==> src/rtl/spi_engine_pkg.sv <==
// Shared definitions for the SPI Engine execution lane handling: FSM states,
// lane count limits and the word-length clamp used by the lane packers.
package spi_engine_pkg;

  localparam int SPI_ENGINE_MAX_LANES  = 8;
  localparam int SPI_ENGINE_LANE_IDX_W = $clog2(SPI_ENGINE_MAX_LANES);

  typedef enum logic {
    SPI_ENGINE_IDLE = 1'b0,
    SPI_ENGINE_SEND = 1'b1
  } spi_engine_state_e;

  // A length of zero or one wider than the lane means "use the full lane".
  function automatic int spi_engine_eff_len(input logic [7:0] word_length,
                                            input int data_width);
    if (word_length == 8'd0 || int'(word_length) > data_width) begin
      return data_width;
    end
    return int'(word_length);
  endfunction

endpackage

==> src/rtl/spi_engine_lane_next_active.sv <==
// Combinational lane scanner: finds the next set mask bit strictly above the
// current index, and the lowest set mask bit overall.
module spi_engine_lane_next_active
  import spi_engine_pkg::*;
(
  input  logic [SPI_ENGINE_MAX_LANES-1:0]  mask,
  input  logic [SPI_ENGINE_LANE_IDX_W-1:0] cur_idx,
  output logic [SPI_ENGINE_LANE_IDX_W-1:0] next_idx,
  output logic                             next_found,
  output logic [SPI_ENGINE_LANE_IDX_W-1:0] lowest_idx
);

  // Scanning downward lets the lowest qualifying bit win by overwriting.
  always_comb begin
    next_idx   = '0;
    next_found = 1'b0;
    lowest_idx = '0;
    for (int i = SPI_ENGINE_MAX_LANES - 1; i >= 0; i--) begin
      if (mask[i]) begin
        lowest_idx = SPI_ENGINE_LANE_IDX_W'(i);
        if (i > int'(cur_idx)) begin
          next_idx   = SPI_ENGINE_LANE_IDX_W'(i);
          next_found = 1'b1;
        end
      end
    end
  end

endmodule

==> src/rtl/spi_engine_execution_sdi_data_disassemble.sv <==
// Splits one captured multi-lane SDI word into per-lane beats, lowest active
// lane first, each lane masked to the active word length.
module spi_engine_execution_sdi_data_disassemble
  import spi_engine_pkg::*;
#(
  parameter int DATA_WIDTH = 8,
  parameter int NUM_OF_SDI = 1
) (
  input  logic                               clk,
  input  logic                               resetn,
  input  logic [NUM_OF_SDI*DATA_WIDTH-1:0]   sdi_word,
  input  logic                               sdi_word_valid,
  output logic                               sdi_word_ready,
  input  logic [7:0]                         lane_mask,
  input  logic [7:0]                         word_length,
  output logic [DATA_WIDTH-1:0]              sdi_data,
  output logic                               sdi_data_valid,
  input  logic                               sdi_data_ready,
  output logic                               sdi_data_last,
  output logic                               word_dropped,
  output logic                               busy
);

  localparam int WORD_W = NUM_OF_SDI * DATA_WIDTH;

  spi_engine_state_e                  state_q, state_d;
  logic [WORD_W-1:0]                  word_q, word_d;
  logic [SPI_ENGINE_MAX_LANES-1:0]    mask_q, mask_d;
  logic [SPI_ENGINE_LANE_IDX_W-1:0]   idx_q, idx_d;
  logic                               dropped_q, dropped_d;

  logic [SPI_ENGINE_MAX_LANES-1:0]    in_mask;
  logic [DATA_WIDTH-1:0]              len_bits;
  logic [WORD_W-1:0]                  word_masked;
  logic [DATA_WIDTH-1:0]              lanes_ext [SPI_ENGINE_MAX_LANES];
  int                                 eff_len;

  logic [SPI_ENGINE_LANE_IDX_W-1:0]   next_idx;
  logic                               next_found;
  logic [SPI_ENGINE_LANE_IDX_W-1:0]   cur_lowest_unused;
  logic [SPI_ENGINE_LANE_IDX_W-1:0]   in_next_unused;
  logic                               in_found_unused;
  logic [SPI_ENGINE_LANE_IDX_W-1:0]   in_lowest;

  logic                               beat_last;
  logic                               accept;

  spi_engine_lane_next_active u_cur_scan (
    .mask       (mask_q),
    .cur_idx    (idx_q),
    .next_idx   (next_idx),
    .next_found (next_found),
    .lowest_idx (cur_lowest_unused)
  );

  spi_engine_lane_next_active u_in_scan (
    .mask       (in_mask),
    .cur_idx    (idx_q),
    .next_idx   (in_next_unused),
    .next_found (in_found_unused),
    .lowest_idx (in_lowest)
  );

  // Incoming word is trimmed to existing lanes and to the active length
  // before storage, so the send path only has to select a lane.
  always_comb begin
    in_mask     = '0;
    len_bits    = '0;
    word_masked = '0;
    eff_len     = spi_engine_eff_len(word_length, DATA_WIDTH);
    for (int i = 0; i < SPI_ENGINE_MAX_LANES; i++) begin
      in_mask[i] = lane_mask[i] && (i < NUM_OF_SDI);
    end
    for (int b = 0; b < DATA_WIDTH; b++) begin
      len_bits[b] = (b < eff_len);
    end
    for (int k = 0; k < NUM_OF_SDI; k++) begin
      word_masked[k*DATA_WIDTH +: DATA_WIDTH] = sdi_word[k*DATA_WIDTH +: DATA_WIDTH] & len_bits;
    end
  end

  always_comb begin
    for (int k = 0; k < SPI_ENGINE_MAX_LANES; k++) begin
      lanes_ext[k] = '0;
    end
    for (int k = 0; k < NUM_OF_SDI; k++) begin
      lanes_ext[k] = word_q[k*DATA_WIDTH +: DATA_WIDTH];
    end
  end

  assign beat_last      = (state_q == SPI_ENGINE_SEND) && !next_found;
  assign sdi_data_valid = (state_q == SPI_ENGINE_SEND);
  assign sdi_data       = sdi_data_valid ? lanes_ext[idx_q] : '0;
  assign sdi_data_last  = beat_last;
  assign sdi_word_ready = (state_q == SPI_ENGINE_IDLE) || (beat_last && sdi_data_ready);
  assign busy           = sdi_data_valid;
  assign word_dropped   = dropped_q;
  assign accept         = sdi_word_valid && sdi_word_ready;

  // A word accepted on the last-beat edge overrides the return to IDLE.
  always_comb begin
    state_d   = state_q;
    word_d    = word_q;
    mask_d    = mask_q;
    idx_d     = idx_q;
    dropped_d = 1'b0;
    if (state_q == SPI_ENGINE_SEND && sdi_data_ready) begin
      if (next_found) begin
        idx_d = next_idx;
      end else begin
        state_d = SPI_ENGINE_IDLE;
      end
    end
    if (accept) begin
      word_d = word_masked;
      mask_d = in_mask;
      if (in_mask != '0) begin
        state_d = SPI_ENGINE_SEND;
        idx_d   = in_lowest;
      end else begin
        state_d   = SPI_ENGINE_IDLE;
        dropped_d = 1'b1;
      end
    end
  end

  always_ff @(posedge clk or negedge resetn) begin
    if (!resetn) begin
      state_q   <= SPI_ENGINE_IDLE;
      word_q    <= '0;
      mask_q    <= '0;
      idx_q     <= '0;
      dropped_q <= 1'b0;
    end else begin
      state_q   <= state_d;
      word_q    <= word_d;
      mask_q    <= mask_d;
      idx_q     <= idx_d;
      dropped_q <= dropped_d;
    end
  end

endmodule

==> config.mk <==
export PLATFORM = sky130hd
export DESIGN_NAME = spi_engine_execution_sdi_data_disassemble
export DESIGN_NICKNAME = d
export VERILOG_FILES = /design/src/rtl/spi_engine_pkg.sv /design/src/rtl/spi_engine_lane_next_active.sv /design/src/rtl/spi_engine_execution_sdi_data_disassemble.sv
export SDC_FILE = /design/constraint.sdc
export NUM_CORES = 1
export LEC_CHECK = 0
export ABC_AREA = 1
export CAP_MARGIN = 10
export CORE_AREA = 5 5 50 47
export CTS_CLUSTER_DIAMETER = 100
export CTS_CLUSTER_SIZE = 10
export DETAILED_ROUTE_END_ITERATION = 10
export DIE_AREA = 0 0 55 52
export GPL_TIMING_DRIVEN = 0
export PLACE_DENSITY = 0.79
export SKIP_LAST_GASP = 1
export SYNTH_ARGS = -nofsm -noshare
export SYNTH_HDL_FRONTEND = slang
export SYNTH_SLANG_ARGS = --single-unit
==> constraint.sdc <==
create_clock -name clk -period 1.7 [get_ports clk]
set_input_delay 0.255 -clock clk [delete_from_list [all_inputs] [get_ports clk]]
set_output_delay 0.255 -clock clk [all_outputs]
set_load 0.1 [all_outputs]
# == Yosys cells after proc, flatten, opt, wreduce, memory -nomap -nowiden ==
# Cells that the tools add are included.
# Widths: inputs -> output; s select.
# word_totals
register_bits,13
inputBits,28
output_inout_bits,13
word_cells,38
# op_classes
n_lt_le_gt_ge,10
n_mux,14
n_bitwise,3
reduce_logical,7
# ops
operator,n
$lt 4x32->1 const A,4
$lt 3x32->1 const A,2
$lt 1x32->1 const A,1
$lt 2x32->1 const A,1
$mux 8,4
$bmux 8 s3,1
$and 8x8->8,1
$gt 8x4->1 const B,1
$logic_not 8->1,1
$mux 1,6
$mux 3,2
$ge 4x4->1 const B,1
$mux 4,1
$not 3->4,1
$logic_and 1x1->1,2
$logic_or 1x1->1,2
$reduce_and 2->1,1
$reduce_bool 2->1,1
$not 1->1,1

# == Longest topological paths before layout ==
# depth
depth_word,6
depth_mapped,7
ltp_nobuf,6

# == Modules after synthesis ==
# From an unflattened synthesis, not the netlist that was laid out.
# hier_totals
hier_cells,198
area_unflattened_um2,1298.7
# by_module_without_submodules
mod,n_inst,cells_each,area_each_um2,seq_area_each_um2
spi_engine_execution_sdi_data_disassemble,1,106,860.8,350.3
spi_engine_lane_next_active,2,46,219.0,0.0

# == Worst setup path before layout ==
# No wires, ideal clock.
# synth_timing
kind,flip-flop to output port
from,register state_q (netlist: busy)
to,output sdi_data[2]
t_arrival_ns,1.816
required_ns,1.445
slack_ns,-0.371
stages_incl_launch_ff,4
path_buffers,1
cell_sequence,dfrtp_1 buf_6 nand2_1 inv_1
# synth_between
elab_chain_len,1
# synth_lines
element,line_no,text
from (decl),spi_engine_execution_sdi_data_disassemble.sv:26,"spi_engine_state_e state_q, state_d;"
from (signal assigned),spi_engine_execution_sdi_data_disassemble.sv:135,state_q <= state_d;
$mux 8,spi_engine_execution_sdi_data_disassemble.sv:93,assign sdi_data = sdi_data_valid ? lanes_ext[idx_q] : '0;
to (decl),spi_engine_execution_sdi_data_disassemble.sv:16,"output logic [DATA_WIDTH-1:0] sdi_data,"
# No other way between the ends.

# == Worst setup path in the final report ==
# layout_timing
from,register dropped_q (netlist: word_dropped)
to,output word_dropped
# layout_lines
element,line_no,text
from (decl),spi_engine_execution_sdi_data_disassemble.sv:30,"logic dropped_q, dropped_d;"
from (signal assigned),spi_engine_execution_sdi_data_disassemble.sv:139,dropped_q <= dropped_d;
to (decl),spi_engine_execution_sdi_data_disassemble.sv:20,"output logic word_dropped,"
# No word-level cell between the ends.

==> reports/qor.csv <==
metric,value,unit
Clock power frac,0.249,
status,finished clean,
largest fanout on the critical path,1,
Layout area overhead,62.68,%
total grt overflow,0,
vias per cell,4.278,
Register Area,251.5,um^2
setup ws final,36.26,ps
drt pass-1 iters,4,
sw frac,0.4311,
CP startpoint kind,flip-flop,
max-cap violations,0,
CP max stage delay,810,ps
warnings from Yosys,0,
min Tclk post-route,1664,ps
PwrDens,876.5,nW/um^2
Clock Root Buffer,clkbuf_4,
number of global-route vias before repair,587,
Starting Density,0.3388,
area of the mapped netlist,616.8,um^2
final hold viol count,0,
sequential share of power,0.320,
Final HPWL DP,1247,um
Crit path max-delay family,buffers and inverters,
clk_skew,3.945,ps
Post-Syn Instances,89,
worst hold path class,input port to asynchronous set/reset pin,
Fin Hold WS,296.4,ps
Die W,55,um
Crit Reg-Reg Startpoint,busy,
TritonCTS clock tree,yes,
sw power,379.2,uW
GRT Util Overall,0.1190,
share of cells above drive strength 1,0.2619,
leakage,0.0004929,uW
DRC viols,0,
syn nets,117,
Place WS,-547.8,ps
final slew viol count,0,
Post-CTS Hold Buffers,0,
DP Area,1010,um^2
num rows,15,
endpoint type of the worst setup path,output port,
Max transition margin,0.3690,
Buffers on Ports,33,
worst path cell trace,clkdlybuf4s15_1,
htree depth,1,
Clock Latency Late Sink,270,ps
"Seq/Total Area, Yosys",0.4057,
Critical path origin,word_dropped,
post-synth top area cell,dfrtp_1,
"Distinct cells, synth",10,
Detail Route Antenna Nets,0,
largest net degree at the start of global routing,11,
initial DRC count,13,
CTS Sinks,10,
DR vias,646,
Mean Syn Cell Area,6.931,um^2
Overall Power,879.5,uW
Final Wtd Congestion,0.7561,
CP max-delay cell,clkdlybuf4s15_1,
Required @ worst endpoint,1440,ps
Finished Cell Area,1003,um^2
Worst-path clk slew,70,ps
Fillers,180,
drt wl/cell,9.927,um
Worst Tran Pin Value,950.2,ps
footprint of the multi-input gates,257.7,um^2
Core ar.,1821,um^2
RSZ-0062 raised after global routing,false,
I/O pins,41,
Clock Tree Buf Depth,2,
Comb pwr share,0.431,
diodes inserted,0,
antenna violations before repair,0,
synth top area cells,"dfrtp_1 41%, nand2_1 22%, inv_1 12%, nand3_1 8.1%, buf_6 3.7%",
post-synth top area share,0.4057,
Final Cycle Share,0.9787,
Yosys reg bits,10,
die area,2860,um^2
die height,52,um
maximum vdd ir drop,0.3409,mV
global-route wire length before repair,2394,um
WS Path Type,flip-flop to output port,
CTS buffer count,3,
WP buf/inv,1,
# setup viols final,0,
Int Pwr,500.4,uW
final wirelength,1499,um
NumNets Final,155,
critical path data arrival time,1410,ps
max frequency,601.1,MHz
==> sequential cells by signal (all words and copies together) (netlist names) <==
signal / cells
word_q: 8
busy: 1
word_dropped: 1
==> worst paths after layout <==
kind / to / slack [ps] / cells after the start
setup / recovery: word_dropped / 40 / 1
hold / removal: word_dropped / 300 / 1
setup reg to reg: word_q[4] / 620 / 6
hold reg to reg: word_q[1] / 480 / 2
max in group asynchronous: busy / 1070 / 1
min in group clk: word_q[1] / 480 / 2
==> through the flow <==
step,instances,utilization,TNS [ps]
after floorplan,89,-,0
after global placement,147,0.5546,-3540
after detailed placement,147,0.5546,-3670
after CTS,151,0.5533,-167.8
after global routing,151,0.5512,0
final,151,0.5512,0
==> synth_stat cells, drive strengths merged <==
master / n
nand3: 10
nand2: 38
nor2: 6
buf: 4
nand4: 2
dfrtp: 10
inv: 19
==> layout make-up <==
| cell class | instances | share of cell area |
|---|---|---|
| Timing Repair Buffer | 33 | 0.2868 |
| Multi-Input combinational cell | 56 | 0.2569 |
| Sequential cell | 10 | 0.2506 |
| Inverter | 19 | 0.1010 |
| Buffer | 4 | 0.03741 |
| Clock buffer | 4 | 0.03616 |
| Tap cell | 25 | 0.03117 |
==> power groups by stage <==
stage	combinational (uW)	sequential, uW	clock (uW)
2_1_floorplan	261	308	0
3_3_place_gp	395	284	0
6_report	379	281	219
3_5_place_dp	402	286	0
5_1_grt	401	286	240
4_1_cts	383	281	225
==> cells by family after synthesis <==
family | share of synthesized area
buf+inv | 0.1765
simple gates | 0.4178
flops | 0.4057
==> cells in the final DEF (no fill, tap or decap) <==
cell type / count
buf_2: 7
buf_4: 2
buf_6: 2
clkbuf_2: 1
clkbuf_4: 5
clkbuf_8: 1
clkdlybuf4s15_1: 1
clkdlybuf4s15_2: 2
clkdlybuf4s50_1: 20
clkinvlp_4: 8
dfrtp_1: 9
dfrtp_2: 1
inv_1: 11
nand2_1: 36
nand2_4: 2
nand3_1: 10
nand4_1: 2
nor2_1: 4
nor2_4: 2
==> metal layers <==
layer	GRT usage	part of all wire	up-vias
met1	0.1285	0.37	276
met4	0.08502	0.028	0
li1	-	-	333
met3	0.02865	0.10	5
met2	0.1969	0.49	32
met5	0	0	-
==> what timing repair did <==
action | CTS | global route
cloned | 0 | 0
endpoints found under the setup margin | 13 | 5
buffers inserted | 0 | 0
gates resized for setup | 51 | 7
Power figures use the tool's default switching activity.
